==> src/rtl/aes_round_sequencer.sv <==
// aes_round_sequencer
//
// Sequences one AES_encipher core. Plaintext blocks are accepted over an s_valid/s_ready
// handshake, then the core is given a one-cycle start pulse. While the core runs, its
// round-key requests are answered from a local key store. The ciphertext is captured when
// the core signals ready, and the result is returned over an m_valid/m_ready handshake. If
// the core never finishes, a watchdog aborts the block and returns m_err=1 with m_block=0.
//
// Optional feature: define AES256_EN to build a 15-entry key store and an s_keylen input.
// Without it, the store has 11 entries, s_keylen is absent and core_keylen is tied to 0.
//
// Ports:
//   clk, rst            clock; asynchronous active-high reset
//   s_valid/s_ready     plaintext handshake; s_block data; s_keylen (AES256_EN only)
//   m_valid/m_ready     result handshake; m_block ciphertext; m_err watchdog abort
//   key_we/addr/data    key store write port; key_drop pulses when a write is ignored
//   core_next           start pulse to the core
//   core_keylen         key length to the core
//   core_block          block to the core
//   core_round          round index requested by the core
//   core_round_key      round key served back for core_round
//   core_new_block      core output block
//   core_ready          core finished

module aes_round_sequencer #(
    parameter int unsigned TIMEOUT = 31
) (
    input  logic         clk,
    input  logic         rst,
    input  logic         s_valid,
    output logic         s_ready,
    input  logic [127:0] s_block,
`ifdef AES256_EN
    input  logic         s_keylen,
`endif
    output logic         m_valid,
    input  logic         m_ready,
    output logic [127:0] m_block,
    output logic         m_err,
    input  logic         key_we,
    input  logic [3:0]   key_addr,
    input  logic [127:0] key_data,
    output logic         key_drop,
    output logic         core_next,
    output logic         core_keylen,
    output logic [127:0] core_block,
    input  logic [3:0]   core_round,
    output logic [127:0] core_round_key,
    input  logic [127:0] core_new_block,
    input  logic         core_ready
);

`ifdef AES256_EN
    localparam int unsigned NumKeys = 15;
    localparam logic [3:0]  LastIdx = 4'd14;
`else
    localparam int unsigned NumKeys = 11;
    localparam logic [3:0]  LastIdx = 4'd10;
`endif
    localparam logic [4:0] TimeoutCnt = TIMEOUT[4:0];

    typedef enum logic [2:0] {StIdle, StStart, StArm, StRun, StDone} state_e;

    state_e         state_q, state_d;
    logic [4:0]     wdog_q, wdog_d;
    logic [127:0]   m_block_q, m_block_d;
    logic           m_err_q, m_err_d;
    logic [127:0]   core_block_q, core_block_d;
    logic           keylen_q, keylen_d;
    logic           key_drop_q, key_drop_d;
    logic           key_wr_ok;
    logic [3:0]     round_last;

    // Key store holds data only; it is deliberately left out of reset.
    logic [127:0]   key_store [NumKeys];

    // Writes are taken only while idle so a running block never sees its keys change.
    assign key_wr_ok  = key_we && (state_q == StIdle) && (key_addr <= LastIdx);
    assign key_drop_d = key_we && !key_wr_ok;

    always_ff @(posedge clk) begin
        if (key_wr_ok) begin
            key_store[key_addr] <= key_data;
        end
    end

    // Round indices past the last key for the current key length read as zero.
    assign round_last     = keylen_q ? 4'd14 : 4'd10;
    assign core_round_key = (core_round <= round_last) ? key_store[core_round] : 128'd0;

    always_ff @(posedge clk or posedge rst) begin
        if (rst) begin
            state_q      <= StIdle;
            wdog_q       <= 5'd0;
            m_block_q    <= 128'd0;
            m_err_q      <= 1'b0;
            core_block_q <= 128'd0;
            keylen_q     <= 1'b0;
            key_drop_q   <= 1'b0;
        end else begin
            state_q      <= state_d;
            wdog_q       <= wdog_d;
            m_block_q    <= m_block_d;
            m_err_q      <= m_err_d;
            core_block_q <= core_block_d;
            keylen_q     <= keylen_d;
            key_drop_q   <= key_drop_d;
        end
    end

    always_comb begin
        state_d      = state_q;
        wdog_d       = wdog_q;
        m_block_d    = m_block_q;
        m_err_d      = m_err_q;
        core_block_d = core_block_q;
        keylen_d     = keylen_q;
        s_ready      = 1'b0;
        m_valid      = 1'b0;
        core_next    = 1'b0;
        unique case (state_q)
            StIdle: begin
                s_ready = 1'b1;
                if (s_valid) begin
                    core_block_d = s_block;
`ifdef AES256_EN
                    keylen_d     = s_keylen;
`endif
                    state_d      = StStart;
                end
            end
            StStart: begin
                core_next = 1'b1;
                state_d   = StArm;
            end
            // core_ready may still show the previous block here, so it is not looked at.
            StArm: begin
                wdog_d  = 5'd0;
                state_d = StRun;
            end
            StRun: begin
                if (core_ready) begin
                    m_block_d = core_new_block;
                    m_err_d   = 1'b0;
                    state_d   = StDone;
                end else begin
                    wdog_d = wdog_q + 5'd1;
                    if (wdog_q + 5'd1 == TimeoutCnt) begin
                        m_block_d = 128'd0;
                        m_err_d   = 1'b1;
                        state_d   = StDone;
                    end
                end
            end
            StDone: begin
                m_valid = 1'b1;
                if (m_ready) begin
                    state_d = StIdle;
                end
            end
            default: state_d = StIdle;
        endcase
    end

    assign m_block     = m_block_q;
    assign m_err       = m_err_q;
    assign core_block  = core_block_q;
    assign key_drop    = key_drop_q;
`ifdef AES256_EN
    assign core_keylen = keylen_q;
`else
    assign core_keylen = 1'b0;
`endif

endmodule
==> config.mk <==
export PLATFORM = sky130hd
export DESIGN_NAME = aes_round_sequencer
export DESIGN_NICKNAME = d
export VERILOG_FILES = /design/src/rtl/aes_round_sequencer.sv
export SDC_FILE = /design/constraint.sdc
export NUM_CORES = 2
export LEC_CHECK = 0
export ABC_CLOCK_PERIOD_IN_PS = 33800
export CAP_MARGIN = 10
export CORE_ASPECT_RATIO = 1.1
export CORE_MARGIN = 3
export CORE_UTILIZATION = 50
export DETAILED_ROUTE_END_ITERATION = 16
export GPL_TIMING_DRIVEN = 0
export PLACE_DENSITY = 0.76
export REMOVE_ABC_BUFFERS = 1
export SLEW_MARGIN = 0
export SYNTH_ARGS = -nofsm -noshare
export SYNTH_HDL_FRONTEND = slang
export SYNTH_SLANG_ARGS = --single-unit
export TNS_END_PERCENT = 50
==> constraint.sdc <==
create_clock -name clk -period 33.8 [get_ports clk]
set_input_delay 10.14 -clock clk [delete_from_list [all_inputs] [get_ports clk]]
set_output_delay 10.14 -clock clk [all_outputs]
set_load 0.02 [all_outputs]
==> results.py <==
metrics = {
    "status": {
        "outcome": "completed",
    },
    "sta": {
        "clock.fmax_mhz": 41.5,
        "finalCritPeriodShare": 0.712,
        "maxSlewViolCount": 0,
        "slew_headroom": 0.0864,
        "fin_crit_ns": 24.08,
        "final_hold_viol_count": 0,
        "rsz0062_at_grt": "false",
        "fin_skew_ns": 0.0308,
        "worst_slew_pin_slew_ns": 1.36,
        "setup_violations": 0,
    },
    "power_and_ir_drop": {
        "p_leak_nw": 28.9,
        "power_mw": 5.51,
        "ir_drop_mv": 0.0525,
        "powerDensity_mw_per_mm2": 66.6,
    },
    "logic_synthesis": {
        "synth_edf_count": 1408,
        "ys_ff_latch": 1674,
        "synth-main-ff-cell": "edfxtp_1",
        "yosys_warnings": 0,
        "synth_adder_area_share": 0.000378,
        "syn_inst": 3832,
        "synth_top_area_cell": "edfxtp_1",
        "synth_top_family_by_area": "multiplexers",
        "synthXorXnorAreaFrac": 0,
        "syn_area_per_cell_sq_um": 17.3,
        "synth_simple_gate_area_frac": 0.0418,
        "synth_compound_area_frac": 0.0560,
        "netlist_area_sq_mm": 0.0663,
        "synth_top_area_frac": 0.638,
        "muxShareOfSynthArea": 0.140,
        "ys_seq_area_frac": 0.739,
        "ys_top_cells_by_area": "edfxtp_1 (64%), dfrtp_1 (10%), mux2_2 (4.9%)",
        "synth_async_sr_flop_share": 0.159,
        "ys_types": 46,
    },
    "layout": {
        "fill_cells": 9195,
        "nets": 5078,
        "drive_above_1_share": 0.169,
        "stdcell_count": 6600,
        "area_delta_synth_final_pct": 24.9,
        "finish.utilization": 0.631,
    },
    "cts": {
        "htreeDepth": 4,
        "cts_resized": 0,
        "root_buffer": "clkbuf_16",
        "cts_sinks": 1674,
        "clkTransAtPathRegs_ns": 0.06,
        "cts_tree": "built",
        "cts_setup_buffers": 0,
        "cts_made_buffers": 165,
        "clk_path_buf_depth": 3,
        "hold_buffers": 0,
        "clock_latency_ns": 0.79,
    },
    "detailed_routing": {
        "met3_length_microns": 15300,
        "highest_layer": "met5",
        "post-route-drc-count": 0,
        "wl_met1_microns": 66700,
        "firstDrtPassIters": 5,
        "avgRoutedWirePerCell_microns": 28.7,
        "wl_met2_microns": 95500,
        "via_per_inst": 5.75,
        "dr.first_iter.drc_count": 3476,
        "drtAntennaViolNets": 0,
        "via_count": 37964,
        "wirelength_microns": 190000,
    },
    "hold_path": {
        "hold_class": "reg2reg",
        "hold_depth": 1,
        "hold_end": "m_block[23]",
        "min-delay-start": "m_block[23]",
    },
    "setup_path": {
        "r2r_cells": 9,
        "regToRegEndpoint": "key_store[4][92]",
        "cpPeakStageDelay_ns": 0.72,
        "reg2reg_from": "state_q[0]",
        "r2r_setup_slack_ns": 29.04,
        "crit_chain": "buf_8 -> buf_16 -> buf_16 -> buf_16 -> mux4_2 -> nor2b_1 -> nor3_1 -> a211oi_1 -> clkdlybuf4s50_1",
        "path_common_cell": "buf_16",
        "cp.required_ns": 23.66,
        "cp-end-kind": "output port",
        "start_kind": "primary input",
        "cp_data_arrival_time_ns": 13.94,
        "critPathKind": "in2out",
        "crit_fanout": 91,
        "slowest_stage": "clkdlybuf4s50_1",
    },
    "floorplanning": {
        "die_width_microns": 353,
        "die_h_microns": 388,
        "ios": 788,
        "fp.coreArea_sq_mm": 0.131,
        "rows": 139,
        "initial_core_util": 0.505,
        "dieArea_sq_mm": 0.137,
    },
    "grt": {
        "grt_start_max_net_pins": 118,
        "grt-ovfl-total": 0,
        "grt_pass1_vias": 38089,
        "antenna_found_initial": 46,
        "track_usage": 0.275,
        "grt_pass1_wl_microns": 272000,
    },
    "placement": {
        "dp_hpwl_microns": 126000,
        "port-buffer-count": 786,
        "dp_cells": 6273,
        "gp_congestion": 0.950,
    },
    "job": {
        "maxCapViolCount": 0,
    },
}
==> flip-flops by register name, summed over array words and instances, names as in the netlist <==
register    cells
key_store    1408
core_block    128
m_block       128
wdog_q          5
state_q         3
key_drop        1
m_err           1
==> cells in the mapped netlist (all sizes together) (2+ instances only) <==
| cell | count |
|---|---|
| edfxtp | 1408 |
| nand2 | 345 |
| mux2i | 302 |
| mux2 | 298 |
| dfrtp | 266 |
| o21ai | 174 |
| buf | 136 |
| nor2b | 130 |
| a21o | 129 |
| mux4 | 128 |
| o22ai | 128 |
| clkbuf | 111 |
| nor3 | 92 |
| a211oi | 87 |
| o31ai | 42 |
| nor2 | 14 |
| a22o | 6 |
| nand2b | 6 |
| inv | 5 |
| and2 | 3 |
| a21boi | 2 |
| a21oi | 2 |
| ha | 2 |
| nand4 | 2 |
| nand4b | 2 |
==> worst max path at each step <==
stage | cells past startpoint | slack, ns | startpoint | to
3_5_place_dp | 9 | 9.70 | core_round[0] | core_round_key[11]
5_1_grt | 9 | 9.55 | core_round[0] | core_round_key[11]
6_report | 9 | 9.72 | core_round[0] | core_round_key[11]
4_1_cts | 9 | 9.71 | core_round[0] | core_round_key[11]
3_3_place_gp | 5 | -21.06 | core_round[0] | core_round_key[11]
2_1_floorplan | 3 | 10.00 | core_round[1] | core_round_key[0]
==> kinds of logic (layout without fill, tap and decap cells) <==
group           Yosys count  after routing
flops                  1674           1674
mux                     728            728
simple gates            602            602
compound gates          573            573
buf+inv                 252           1230
fa+ha+maj                 2              2
other cells               1             29
==> area by class of cell <==
| class | count | area, sq um | area share |
|---|---|---|---|
| multi-input combinational | 1906 | 15900 | 0.192 |
| antenna | 28 | 70.1 | 0.000847 |
| tap | 1762 | 2200 | 0.0266 |
| inverter | 5 | 26.3 | 0.000318 |
| clock buffer | 209 | 4370 | 0.0528 |
| timing repair buffer | 926 | 10400 | 0.126 |
| clock inverter | 90 | 795 | 0.00960 |
| sequential | 1674 | 48900 | 0.592 |
==> layout by cell type (no fill, tap or decap), types with 3 or more instances in the layout <==
cell type	count
a211oi_1	87
a21o_1	129
a22o_1	6
buf_12	44
buf_16	35
buf_4	8
buf_6	42
buf_8	16
bufinv_16	8
clkbuf_1	39
clkbuf_16	167
clkbuf_8	3
clkdlybuf4s50_1	781
clkinv_1	30
clkinv_16	3
clkinv_2	28
clkinvlp_4	8
dfrtp_1	266
diode_2	28
edfxtp_1	1408
inv_1	4
inv_6	7
mux2_1	11
mux2_2	287
mux2i_1	302
mux4_2	128
nand2_1	344
nand2b_1	4
nor2_1	6
nor2_4	8
nor2b_1	129
nor3_1	88
nor3_2	4
o21ai_0	173
o22ai_1	128
o31ai_1	42
==> metrics by stage <==
step / setup slack, ns / hold WS, ns / setup TNS, ns / area, sq um
final: 9.72 / 0.501 / 0 / 82700
after detailed placement: 9.70 / 0.487 / 0 / 77500
after CTS: 9.71 / 0.501 / 0 / 82700
after floorplan: 10.00 / 0.528 / 0 / 64700
after global routing: 9.55 / 0.510 / 0 / 82700
after global placement: -21.06 / 0.481 / -2371.75 / 74800
==> report_power, final <==
part	internal [mW]	leakage (nW)	switching (mW)
sequential	2.41	15.6	0.101
combinational	0.546	10.8	0.701
clock	0.981	2.50	0.777
total	3.93	28.9	1.58
==> worst max-delay path, delay by kind of cell <==
| kind | cells | cell delay (ns) |
|---|---|---|
| buffers and inverters | 5 | 2.33 |
| AND/OR/NAND/NOR | 2 | 0.21 |
| multiplexers | 1 | 0.34 |
| AO/OA/AOI/OAI | 1 | 0.55 |
==> layer usage <==
layer	up-vias	track usage
li1	16613	-
met1	19430	0.315
met2	1503	0.467
met3	400	0.0772
met4	18	0.155
met5	-	0
(Power assumes the default switching activity.)
